===== config.mk =====
export PLATFORM = sky130hd
export DESIGN_NAME = fetch_issue_queue
export DESIGN_NICKNAME = d
export VERILOG_FILES = /design/src/rtl/fetch_queue_pkg.sv /design/src/rtl/fq_storage.sv /design/src/rtl/fetch_issue_queue.sv
export SDC_FILE = /design/constraint.sdc
export NUM_CORES = 1
export LEC_CHECK = 0
export BUFFER_PORTS_ARGS = -buffer_cell sky130_fd_sc_hd__buf_2
export CORE_UTILIZATION = 40
export CTS_BUF_LIST = sky130_fd_sc_hd__clkbuf_8
export DETAILED_ROUTE_END_ITERATION = 16
export GPL_TIMING_DRIVEN = 0
export SYNTH_ARGS = -nofsm -noshare
export SYNTH_HDL_FRONTEND = slang
export SYNTH_HIERARCHICAL = 1
export SYNTH_SLANG_ARGS = --single-unit

===== constraint.sdc =====
create_clock -name clock -period 10.44 [get_ports clock]
set_input_delay 0.522 -clock clock [delete_from_list [all_inputs] [get_ports clock]]
set_output_delay 0.522 -clock clock [all_outputs]
set_load 0.01 [all_outputs]

===== src/rtl/fetch_queue_pkg.sv =====
// Shared constants and entry layout for the fetch issue queue.
package fetch_queue_pkg;

    localparam logic [31:0] FQ_NOP          = 32'h0000_0013;
    localparam int unsigned FQ_DATA_WIDTH   = 32;
    localparam int unsigned FQ_ADDRESS_BITS = 20;

    typedef struct packed {
        logic [FQ_DATA_WIDTH-1:0]   instruction;
        logic [FQ_ADDRESS_BITS-1:0] PC;
    } fq_entry_t;

endpackage


===== src/rtl/fq_storage.sv =====
// Queue storage: DEPTH entries, one synchronous write port, one combinational read port.
module fq_storage
    import fetch_queue_pkg::*;
#(
    parameter type         entry_t = fq_entry_t,
    parameter int unsigned DEPTH   = 4
) (
    input  logic                     clock,
    input  logic                     write_en,
    input  logic [$clog2(DEPTH)-1:0] write_addr,
    input  entry_t                   write_data,
    input  logic [$clog2(DEPTH)-1:0] read_addr,
    output entry_t                   read_data
);

    entry_t mem [DEPTH];

    always_ff @(posedge clock) begin
        if (write_en) mem[write_addr] <= write_data;
    end

    assign read_data = mem[read_addr];

endmodule


===== src/rtl/fetch_issue_queue.sv =====
// Fetch-to-decode instruction queue with flush and optional same-cycle bypass
// (enabled by defining FETCH_QUEUE_BYPASS_EN).
module fetch_issue_queue
    import fetch_queue_pkg::*;
#(
    parameter int CORE         = 0,
    parameter int DATA_WIDTH   = 32,
    parameter int ADDRESS_BITS = 20,
    parameter int DEPTH        = 4
) (
    input  logic                     clock,
    input  logic                     reset,
    input  logic                     flush,
    input  logic                     in_valid,
    input  logic [DATA_WIDTH-1:0]    in_instruction,
    input  logic [ADDRESS_BITS-1:0]  in_PC,
    output logic                     in_ready,
    output logic                     out_valid,
    output logic [DATA_WIDTH-1:0]    out_instruction,
    output logic [ADDRESS_BITS-1:0]  out_PC,
    input  logic                     out_ready,
    output logic [$clog2(DEPTH):0]   count,
    input  logic                     report
);

    localparam int unsigned PW = $clog2(DEPTH);

    if (DEPTH < 2 || (DEPTH & (DEPTH - 1)) != 0) begin : g_depth_check
        $error("fetch_issue_queue: DEPTH must be a power of two and >= 2");
    end

    typedef struct packed {
        logic [DATA_WIDTH-1:0]   instruction;
        logic [ADDRESS_BITS-1:0] PC;
    } entry_t;

    logic [PW-1:0] rd_ptr, wr_ptr;
    logic [PW:0]   count_q;
    logic          empty, full, bypass, enq, deq, wr_en, rd_en;
    entry_t        head, wr_entry;

    assign empty    = (count_q == '0);
    assign full     = (count_q == (PW+1)'(DEPTH));
    assign in_ready = ~full;
    assign count    = count_q;
    assign wr_entry = '{instruction: in_instruction, PC: in_PC};

`ifdef FETCH_QUEUE_BYPASS_EN
    // Reset gates the bypass so outputs stay idle while reset is held.
    assign bypass = empty & in_valid & ~flush & reset;
`else
    assign bypass = 1'b0;
`endif

    always_comb begin
        out_valid       = ~empty | bypass;
        out_instruction = DATA_WIDTH'(FQ_NOP);
        out_PC          = '0;
        if (bypass) begin
            out_instruction = in_instruction;
            out_PC          = in_PC;
        end else if (!empty) begin
            out_instruction = head.instruction;
            out_PC          = head.PC;
        end
    end

    assign enq = in_valid & ~full & ~flush;
    assign deq = out_valid & out_ready & ~flush;
    // A bypassed entry that is consumed immediately never touches storage.
    assign wr_en = enq & ~(bypass & out_ready);
    assign rd_en = deq & ~bypass;

    always_ff @(posedge clock or negedge reset) begin
        if (!reset) begin
            rd_ptr  <= '0;
            wr_ptr  <= '0;
            count_q <= '0;
        end else if (flush) begin
            rd_ptr  <= '0;
            wr_ptr  <= '0;
            count_q <= '0;
        end else begin
            if (wr_en) wr_ptr <= wr_ptr + 1'b1;
            if (rd_en) rd_ptr <= rd_ptr + 1'b1;
            case ({wr_en, rd_en})
                2'b10:   count_q <= count_q + 1'b1;
                2'b01:   count_q <= count_q - 1'b1;
                default: count_q <= count_q;
            endcase
        end
    end

    fq_storage #(
        .entry_t (entry_t),
        .DEPTH   (DEPTH)
    ) u_storage (
        .clock      (clock),
        .write_en   (wr_en),
        .write_addr (wr_ptr),
        .write_data (wr_entry),
        .read_addr  (rd_ptr),
        .read_data  (head)
    );

`ifndef SYNTHESIS
    logic [31:0] cycle_q;

    always_ff @(posedge clock or negedge reset) begin
        if (!reset) cycle_q <= '0;
        else        cycle_q <= cycle_q + 1'b1;
    end

    always_ff @(posedge clock) begin
        if (reset && report)
            $display("fq[%0d] cyc=%0d rd=%0d wr=%0d count=%0d in v/r=%b/%b out v/r=%b/%b head pc=%h insn=%h",
                     CORE, cycle_q, rd_ptr, wr_ptr, count_q, in_valid, in_ready,
                     out_valid, out_ready, out_PC, out_instruction);
    end
`endif

endmodule


==> flow_summary.yaml <==
layout:
  finish.utilization: 0.4891
  syn_to_final_growth_pct: 19.59
  fin_cells: 851
  drive_above_1_share: 0.4887
  final_cell_mix: "208 x edfxtp_1, 119 x buf_2, 50 x mux4_2"
  final_common_cell: "edfxtp_1"
  finalNetCount: 608
placed_design:
  pre_cts_ws_ns: 7.605
  hpwl_um: 9888
  portBuffers: 112
  place_congestion: 0.7561
  dp.cells: 784
clock_network:
  clk_latency_ns: 0.50
  clk_pin_slew_worst_paths_ns: 0.06
  root_buffer: "clkbuf_8"
  cts_tree: "built"
  cts_resized: 0
  clock_path_buffers: 3
  post_cts_buffers: 0
  cts_buffers: 37
  h-tree-depth: 2
  hold_buffers: 1
  clock_sinks: 215
power:
  powerDensity_nw_per_um2: 189.1
  p_leak_nw: 3.650
  vdd_ir_drop_max_mv: 0.1289
  total_power_mw: 1.944
detailed_routing:
  wl_per_cell_um: 18.86
  drc_errors: 0
  postRouteAntennaNets: 0
  dr.pass1.iters: 6
  vias: 4233
  viasPerCell: 4.974
  drtIter0Drc: 147
  postRouteWirelength_um: 16050
hold_path:
  min_path_type: "primary input to flip-flop"
  hold_start: "in_PC[6]"
  min_path_cells: 1
  hold_end: "u_storage/mem[1][6]"
global_routing:
  grt-ovfl-total: 0
  grt_pass1_vias: 4614
  grt_pass1_wl_um: 24650
  grt_max_degree: 53
  antenna_found_initial: 2
  grt_usage: 0.1504
worst_setup_path:
  arrival_ns: 2.36
  rr_endpoint: "u_storage/mem[0][48]"
  cp-end-kind: "output port"
  critPathLaunchType: "flip-flop"
  crit_top_cell: "buf_2"
  r2r_slack_ns: 7.69
  worst-path-max-fanout: 10
  rr_worst_depth: 7
  cp_slowest_cell: "clkbuf_1"
  worst-endpoint-required_ns: 9.92
  crit_type: "flip-flop to output port"
  crit_path_cell_trace: "clkbuf_1 > buf_2 > mux4_2 > or2b_1 > buf_2"
  r2r-start: "count[0]"
  critPathMaxStageDelay_ns: 0.38
sta:
  finalHoldViolCount: 0
  rsz0062_at_grt: "false"
  setup_viol_count_final: 0
  timing.fmax_ghz: 0.3470
  maxSlewViolCount: 0
  tns_ns: 0
  skew_ns: 0.01067
  tightest_slew_ns: 1.073
  layout_setup_ws_ns: 7.558
  finalCritPeriodShare: 0.2761
  layout_min_cycle_time_ns: 2.882
  slew_headroom: 0.2816
synthesis:
  synthDistinctLibCells: 38
  synth.area.mux_share: 0.1371
  yosys_register_bits: 215
  yosysTopAreaCell: "edfxtp_1"
  netlist_area_um2: 8597
  yosys-top-cells-area: "edfxtp_1 73%, mux4_2 13%, and2_4 4.2%, dfrtp_1 2.0%, buf_12 1.2%"
  synth.net_count: 449
  synth_compound_area_frac: 0.008005
  synth_top_family_by_area: "multiplexers"
  synth-xor-area-share: 0.006113
  synth_simple_gate_area_frac: 0.07073
  synth-adder-area-share: 0.002329
  synth_seq_area_share: 0.7469
  synth_area_per_cell_um2: 22.04
  synth_cells: 390
  yosys_warnings: 6
  synth_top_area_frac: 0.7265
die:
  fp.coreArea_um2: 21020
  io_pins: 115
  start_util: 0.4090
  dieArea_um2: 22080
  num_rows: 53
  die_h_um: 148.6
  die_w_um: 148.6
run_status:
  outcome: "completed"
job:
  cap_violations: 0
state kept, by name, indices dropped and copies added, names as in the netlist:
signal and cells:
u_storage/mem 208, count 3, wr_ptr 2, rd_ptr 2
metal layers:
layer / track usage / share of wire / vias to the layer above
met5: 0 / 0.00075 / -
met4: 0.04536 / 0.018 / 2
met3: 0.05061 / 0.074 / 35
met2: 0.2589 / 0.50 / 138
met1: 0.1781 / 0.40 / 2157
li1: - / - / 1901
where the power goes:
group          total, mW  leakage, nW  switching, mW  internal, mW
sequential         0.988         1.98        0.00929         0.978
combinational      0.301         1.30          0.141         0.160
clock              0.656        0.372          0.312         0.344
worst max-delay path, delay by kind of cell (launching register included):
family                 cells  cell delay, ns
DFF                        1            0.36
and+or+nand+nor            1            0.26
muxes                      1            0.34
buffers and inverters      3            0.90
stage by stage:
step | area (µm²) | hold WS [ns]
after global routing | 10280 | 0.1996
after detailed placement | 9627 | 0.3683
after floorplan | 8597 | 0.2264
after CTS | 10280 | 0.1957
final | 10280 | 0.2286
after global placement | 9502 | 0.3696
synth_stat cells:
cell         n
edfxtp_1   208
mux4_2      50
and2_4      41
and2_1       9
buf_2        7
buf_6        7
dfrtp_1      7
nor2_1       7
buf_12       5
nand2_1      5
xor2_1       5
nand2b_1     4
a31oi_1      3
a2111oi_0    2
and3b_1      2
mux4_1       2
nand3_1      2
nor3_1       2
nor3b_1      2
or2b_1       2
a21o_1       1
a21oi_1      1
and3_1       1
buf_1        1
buf_4        1
buf_8        1
clkbuf_1     1
fa_1         1
inv_1        1
nand2_4      1
nand3_2      1
nor3b_2      1
o21ai_0      1
o221ai_1     1
o22ai_1      1
or3_1        1
or3b_1       1
xnor2_1      1
logic make-up (layout without fill, tap and decap cells):
kind of cell	after synthesis	in the layout
simple gates	82	82
compound gates	10	10
flops	215	215
xor+xnor	6	6
buf+inv	24	209
mux	52	52
fa+ha+maj	1	1
other cells	0	1
layout make-up:
type | instances | area [µm²]
fillers | 1773 | 10740
flip-flops and latches | 215 | 6421
multi-input cells | 151 | 1946
repair buffers | 120 | 678.2
clock buffers | 39 | 536.8
well taps | 275 | 344.1
plain buffers | 23 | 244.0
clock inverters | 26 | 105.1
inverters | 1 | 3.754
diodes | 1 | 2.502
how the worst max path moves through the flow:
stage                      endpoint  startpoint  depth (start not counted)  slack (ns)
6_report         out_instruction[0]   rd_ptr[1]                          5        7.56
5_1_grt          out_instruction[0]   rd_ptr[1]                          5        7.37
4_1_cts          out_instruction[0]   rd_ptr[1]                          5        7.45
3_5_place_dp   u_storage/mem[0][42]    in_valid                          7        7.61
3_3_place_gp   u_storage/mem[0][42]    in_valid                          5        1.59
2_1_floorplan   u_storage/mem[0][0]    count[0]                          5        5.00
Note: power is estimated with default switching activity, not from simulation.
